`src/rtl/uart_pkg.sv`:
```
// rtl/uart_pkg.sv - shared UART transmitter types and frame constants
package uart_pkg;

  typedef enum logic [2:0] {
    IDLE  = 3'd0,
    START = 3'd1,
    DATA  = 3'd2,
    STOP  = 3'd3,
    DONE  = 3'd4
  } uart_state_e;

  localparam int DEFAULT_CLK_FREQ = 50_000_000;
  localparam int DEFAULT_BAUD     = 9600;
  localparam int DATA_BITS        = 8;
  localparam int STOP_BITS        = 1;

endpackage

```
`src/rtl/uart_baud_gen.sv`:
```
// rtl/uart_baud_gen.sv - bit-period counter emitting one tick per CLKS_PER_BIT cycles
module uart_baud_gen #(
  parameter int CLKS_PER_BIT = 5208
) (
  input  logic clk,
  input  logic rst,
  input  logic restart_i,
  output logic bit_tick_o
);

  localparam int CW = (CLKS_PER_BIT > 1) ? $clog2(CLKS_PER_BIT) : 1;
  localparam logic [CW-1:0] LAST = CW'(CLKS_PER_BIT - 1);

  logic [CW-1:0] cnt_q, cnt_d;

  // A restart wins over a pending tick so a new frame always gets a full first bit
  assign bit_tick_o = (cnt_q == LAST) && !restart_i;

  always_comb begin
    cnt_d = cnt_q + CW'(1);
    if (restart_i || (cnt_q == LAST)) begin
      cnt_d = '0;
    end
  end

  always_ff @(posedge clk) begin
    if (!rst) begin
      cnt_q <= '0;
    end else begin
      cnt_q <= cnt_d;
    end
  end

endmodule

```
`src/rtl/uart_tx.sv`:
```
// rtl/uart_tx.sv - 8N1 UART transmitter with registered line and done pulse
module uart_tx
  import uart_pkg::*;
#(
  parameter int CLK_FREQ     = DEFAULT_CLK_FREQ,
  parameter int BAUD         = DEFAULT_BAUD,
  parameter int CLKS_PER_BIT = CLK_FREQ / BAUD
) (
  input  logic       clk,
  input  logic       rst,
  input  logic       enable,
  input  logic [7:0] data_o_bus,
  output logic       isDone,
  output logic       bit_out
);

  uart_state_e state_q, state_d;
  logic [7:0]  shift_q, shift_d;
  logic [2:0]  idx_q, idx_d;
  logic        bit_out_q, bit_out_d;
  logic        done_q, done_d;
  logic        restart;
  logic        bit_tick;

  uart_baud_gen #(
    .CLKS_PER_BIT(CLKS_PER_BIT)
  ) u_baud_gen (
    .clk       (clk),
    .rst       (rst),
    .restart_i (restart),
    .bit_tick_o(bit_tick)
  );

  // Outputs are computed for the next state so the line is a pure flop output
  always_comb begin
    state_d   = state_q;
    shift_d   = shift_q;
    idx_d     = idx_q;
    bit_out_d = 1'b1;
    done_d    = 1'b0;
    restart   = 1'b0;
    unique case (state_q)
      IDLE: begin
        if (enable) begin
          shift_d   = data_o_bus;
          idx_d     = 3'd0;
          restart   = 1'b1;
          state_d   = START;
          bit_out_d = 1'b0;
        end
      end
      START: begin
        bit_out_d = 1'b0;
        if (bit_tick) begin
          state_d   = DATA;
          idx_d     = 3'd0;
          bit_out_d = shift_q[0];
        end
      end
      DATA: begin
        bit_out_d = shift_q[idx_q];
        if (bit_tick) begin
          if (idx_q == 3'(DATA_BITS - 1)) begin
            state_d   = STOP;
            bit_out_d = 1'b1;
          end else begin
            idx_d     = idx_q + 3'd1;
            bit_out_d = shift_q[idx_q + 3'd1];
          end
        end
      end
      STOP: begin
        if (bit_tick) begin
          state_d = DONE;
          done_d  = 1'b1;
        end
      end
      DONE: begin
        state_d = IDLE;
      end
      default: begin
        state_d = IDLE;
      end
    endcase
  end

  always_ff @(posedge clk) begin
    if (!rst) begin
      state_q   <= IDLE;
      shift_q   <= 8'h00;
      idx_q     <= 3'd0;
      bit_out_q <= 1'b1;
      done_q    <= 1'b0;
    end else begin
      state_q   <= state_d;
      shift_q   <= shift_d;
      idx_q     <= idx_d;
      bit_out_q <= bit_out_d;
      done_q    <= done_d;
    end
  end

  assign bit_out = bit_out_q;
  assign isDone  = done_q;

endmodule

```
`config.mk`:
```
export PLATFORM = sky130hd
export DESIGN_NAME = uart_tx
export DESIGN_NICKNAME = d
export VERILOG_FILES = /design/src/rtl/uart_pkg.sv /design/src/rtl/uart_baud_gen.sv /design/src/rtl/uart_tx.sv
export SDC_FILE = /design/constraint.sdc
export NUM_CORES = 1
export LEC_CHECK = 0
export BUFFER_PORTS_ARGS = -buffer_cell sky130_fd_sc_hd__buf_2
export CAP_MARGIN = 5
export CORE_MARGIN = 2
export CORE_UTILIZATION = 55
export CTS_BUF_LIST = sky130_fd_sc_hd__clkbuf_2 sky130_fd_sc_hd__clkbuf_4 sky130_fd_sc_hd__clkbuf_8
export DETAILED_ROUTE_END_ITERATION = 6
export PLACE_DENSITY = 0.78
export SYNTH_ARGS = -nofsm -noshare
export SYNTH_HDL_FRONTEND = slang
export SYNTH_SLANG_ARGS = --single-unit
```
`constraint.sdc`:
```
create_clock -name clk -period 2.1 [get_ports clk]
set_clock_uncertainty 0.1 [all_clocks]
set_input_delay 0.315 -clock clk [delete_from_list [all_inputs] [get_ports clk]]
set_output_delay 0.315 -clock clk [all_outputs]
set_load 0.01 [all_outputs]
```
* Word-level counts from Yosys, hierarchy flattened
Index checks and enable logic that the tools add are counted.
Word-level totals: register bits after elaboration 29, input bits 11, output and inout bits 2, logic and storage cells 55
Cells by class: add/subtract/negate cells 2, order comparisons 2, equality and inequality tests 11, multiplexer cells 23, bitwise gates (word level) 1, reduce and logical (&&, ||, !) cells 10
Operators with widths (number):
- 2-to-1 mux 3 bit | 9
- adder 13 x 1 -> 13 bit, second input constant | 1
- equality test 13 bit, second input constant | 1
- inequality test 2 bit, second input constant | 6
- case mux 3 bit (4 select lines) | 1
- AND reduction 5 bit | 2
- 2-to-1 mux 1 bit | 9
- case mux 3 bit (3 select lines) | 1
- < comparator 3 x 4 -> 1 bit, second input constant | 2
- binary-select mux 1 bit (select 3 bit) | 2
- equality test 3 x 2 -> 1 bit, second input constant | 2
- AND reduction 2 bit | 2
- adder 3 x 1 -> 3 bit, second input constant | 1
- equality test 3 x 1 -> 1 bit, second input constant | 1
- equality test 3 bit, second input constant | 1
- logical NOT 3 bit | 1
- case mux 1 bit (3 select lines) | 1
- nonzero test 3 bit | 1
- OR reduction 2 bit | 1
- logical AND 1 bit | 1
- logical NOT 1 bit | 1
- logical OR 1 bit | 1
- inverter 1 bit | 1

* Logic depth before layout (Yosys ltp)
depth after elaboration 6, gate-level depth with buffers 7, mapped depth without buffers 6

* By module
Synthesis repeated with hierarchy kept, for this count alone.
Unflattened totals: cells, all modules 151, area, all modules 1448.9 um2
Modules (own cells, without submodules):
- uart_tx | times used 1, cells an instance 85, area an instance 838.3 um2, seq. area each 320.3 um2
- uart_baud_gen | times used 1, cells an instance 66, area an instance 610.6 um2, seq. area each 260.2 um2

* Worst setup path after synthesis
OpenSTA, ideal clock, no wires.
path type register -> register, start point register u_baud_gen.cnt_q[8], end point register idx_q[0], library setup time 0.138 ns, arrival 1.751 ns, data required time 1.862 ns, path slack 0.111 ns, stages on the path, launching flop included 6, path buffers 1, clock period less this slack 1.989 ns, cells stage by stage dfxtp_1 > or4b_4 > or3_1 > buf_6 > o41ai_4 > a311oi_1
Between the ends: cells in the longest elaborated chain, start to end 4, elaborated cells on any way between the ends 5, classes of those cells eq/ne: 3; reduce/logical: 2
Ends and longest elaborated chain:
- start, declared | line uart_baud_gen.sv:14 | logic [CW-1:0] cnt_q, cnt_d;
- start signal, assigned | line uart_baud_gen.sv:30 | cnt_q <= cnt_d;
- equality test 13 bit * | line uart_baud_gen.sv:17 | assign bit_tick_o = (cnt_q == LAST) && !restart_i;
- logical AND 1 bit * | line uart_baud_gen.sv:17
- inequality test 2 bit (no line)
- AND reduction 5 bit (no line) *
- end signal, assigned | line uart_tx.sv:97 | idx_q <= idx_d;
- end, declared | line uart_tx.sv:19 | logic [2:0] idx_q, idx_d;
Every way passes the cells marked *; elsewhere a longest branch is shown, timed or not. A chain may end at the register's enable or synchronous reset.

* Worst setup path in the final report
start point register u_baud_gen.cnt_q[9], end point register idx_q[0]
Same word-level chain as after synthesis.

==> flow_summary.yaml <==
status:
  status: "finished, final reports clean"
power_and_ir_drop:
  intPower_mw: 0.9759
  powerDensity_nw_per_um2: 743.0
  vdd_drop_max_mv: 0.6515
  swShare_pct: 21.66
  p_leak_nw: 0.5826
  seqPwrFrac_pct: 46.4
  p_comb_share_pct: 7.1
  switching_power_mw: 0.2698
  p_clk_share_pct: 46.4
synthesis:
  ys_ff_latch: 29
  synth-async-reset-ratio_pct: 0
  synth_edf_count: 0
  synth_flop_cell: "dfxtp_1"
  synth_top_cell_area_share_pct: 40.49
  syn_area_sq_um: 1434
  synth_warnings: 0
  synth_area_leader_cell: "dfxtp_1"
  yosysSeqAreaShare_pct: 40.49
  synth_area_leaders: "dfxtp_1, mux4_2, nand2_1"
  synthCells: 160
  synth.avg_cell_area_sq_um: 8.962
  synth_fp_nets: 174
  synthDistinctLibCells: 40
clock_tree:
  tritoncts: "done"
  clock_latency_ns: 0.34
  cts-buffers-inserted: 5
  cts_htree_levels: 2
  cts.sink_count: 29
  cts_resized: 1
  clk_pin_slew_ns: 0.10
  holdBufCountCts: 0
  root_buffer: "clkbuf_4"
  clock_path_buffers: 2
  postCtsSetupBuffers: 0
timing:
  finalSetupViolations: 0
  tightestPinTransition_ns: 0.5677
  rsz0062_at_grt: "false"
  fmax_mhz: 498.3
  fin_setup_tns_ns: 0
  max-slew-margin-rel_pct: 61.80
  fin_crit_sh_pct: 95.56
  hold_violations: 0
  drv_slew: 0
  period_needed_ns: 2.007
critical_path:
  rrSetupSlack_ns: 0.09
  r2r-start: "u_baud_gen.cnt_q[9]"
  worstSetupEndpointType: "flop"
  cp_max_fo: 4
  cp.required_ns: 2.25
  arrival_ns: 2.16
  r2r_end: "idx_q[0]"
  worstSetupPathType: "reg -> reg"
  rr_worst_depth: 4
  startpoint_type: "flop"
placement:
  portBuffers: 12
  dp_hpwl_mm: 2.262
  placed_cells: 204
  gp_congestion: 0.9252
route:
  wirelength_mm: 3.087
  drc: 0
  drt_pass1_iterations: 4
  drt_iter0_drc: 28
  ant_nets: 0
  via_count: 1250
  wire_per_inst_um: 14.56
  viasPerCell: 5.896
global_routing:
  grt_antenna_before_repair: 0
  grt_pass1_wl_mm: 5.147
  overflow: 0
  grt_max_degree: 15
  grt_pass1_vias: 1153
  grt_use_total_pct: 24.29
hold_path:
  whs_path_depth: 3
  hold_start: "data_o_bus[1]"
  hold_class: "in -> reg"
  whs_endpoint: "shift_q[1]"
finish:
  antenna_cells: 0
  final_layout_size_suffix_gt1_share_pct: 20.33
  final_cell_mix: "dfxtp_1, nand2_1, nor2_1, a21oi_1, buf_2"
  final_cells: 212
  nets: 195
  synthToLayoutAreaGrowth_pct: 16.93
  fillers: 207
  multiInputGateArea_sq_um: 808.3
  final_common_cell: "dfxtp_1"
  seq_area_sq_um: 580.6
floorplanning:
  die_area_sq_um: 3032
  rows: 18
  die_y_um: 55.06
  design.portCount: 13
  die-width_um: 55.06
  core-area_sq_um: 2477
  start_util_pct: 57.88
flow_run:
  maxCapViolCount: 0
[through the flow]
stage | setup slack [ns] | hold slack (ns) | utilization, % | area, sq um | power (mW)
global route | 0.007182 | 0.1026 | 67.68 | 1677 | 1.284
CTS | 0.09718 | 0.09378 | 67.68 | 1677 | 1.254
detailed placement | 0.02616 | 0.3389 | 63.33 | 1569 | 0.6807
floorplan | 0.1106 | 0.3176 | - | 1434 | 0.6460
global placement | 0.08713 | 0.3301 | 63.33 | 1569 | 0.6761
finish | 0.09315 | 0.1055 | 67.68 | 1677 | 1.246
[registers in the layout, summed over array words and instances (netlist names)]
| name | cells |
|---|---|
| u_baud_gen.cnt_q | 13 |
| shift_q | 8 |
| idx_q | 3 |
| state_q | 3 |
| bit_out | 1 |
| isDone | 1 |
[power by group through the flow]
stage,sequential [mW],clock (mW),combinational (mW)
floorplan,0.586,0,0.0598
global placement,0.590,0,0.0859
detailed placement,0.591,0,0.0893
CTS,0.579,0.585,0.0897
global route,0.582,0.601,0.101
finish,0.578,0.578,0.0890
[Yosys cell counts, types with 2 or more instances]
cell type  number
dfxtp_1        29
nand2_1        24
nor2_1         17
a21oi_1        12
xnor2_1         9
nor3_1          6
inv_1           5
nand3_1         5
mux4_2          4
nand4_1         4
nor4_1          4
clkbuf_1        3
ha_1            3
o21ai_0         3
a311oi_1        2
mux2i_1         2
o2111ai_1       2
o211ai_1        2
or3_1           2
xor2_1          2
[worst max-delay path, stage by stage (launching register included)]
cell and delay (ns):
dfxtp_1 0.36, or4b_4 0.54, nor4_1 0.54, a21oi_1 0.15, a311oi_1 0.24
[layout make-up]
class / count / area share (%)
clock inverter: 3 / 3.881
inverter: 6 / 1.343
multi-input combinational: 120 / 48.21
tap: 30 / 2.239
clock buffer: 5 / 2.239
sequential: 29 / 34.63
timing repair buffer: 19 / 7.463
[how the worst max path moves through the flow]
stage                             start       end  slack, ns
floorplan           u_baud_gen.cnt_q[8]  idx_q[0]       0.11
global placement    u_baud_gen.cnt_q[9]  idx_q[0]       0.09
detailed placement  u_baud_gen.cnt_q[9]  idx_q[2]       0.03
CTS                 u_baud_gen.cnt_q[9]  idx_q[1]        0.1
global route        u_baud_gen.cnt_q[9]  idx_q[0]      0.007
finish              u_baud_gen.cnt_q[9]  idx_q[0]       0.09
[cell families after synthesis]
family / synth area share (%)
simple gates: 26.35
buf+inv: 3.490
compound gates: 12.65
flops: 40.49
fa+ha+maj: 2.618
mux: 7.679
xor+xnor: 6.720
[routing by layer]
| layer | wire length, um | GRT usage (%) |
|---|---|---|
| met1 | 1313 | 29.03 |
| met3 | 122 | 7.258 |
| met2 | 1601 | 41.47 |
| met5 | 0 | 0 |
| met4 | 49 | 8.130 |
(Power assumes the default switching activity.)
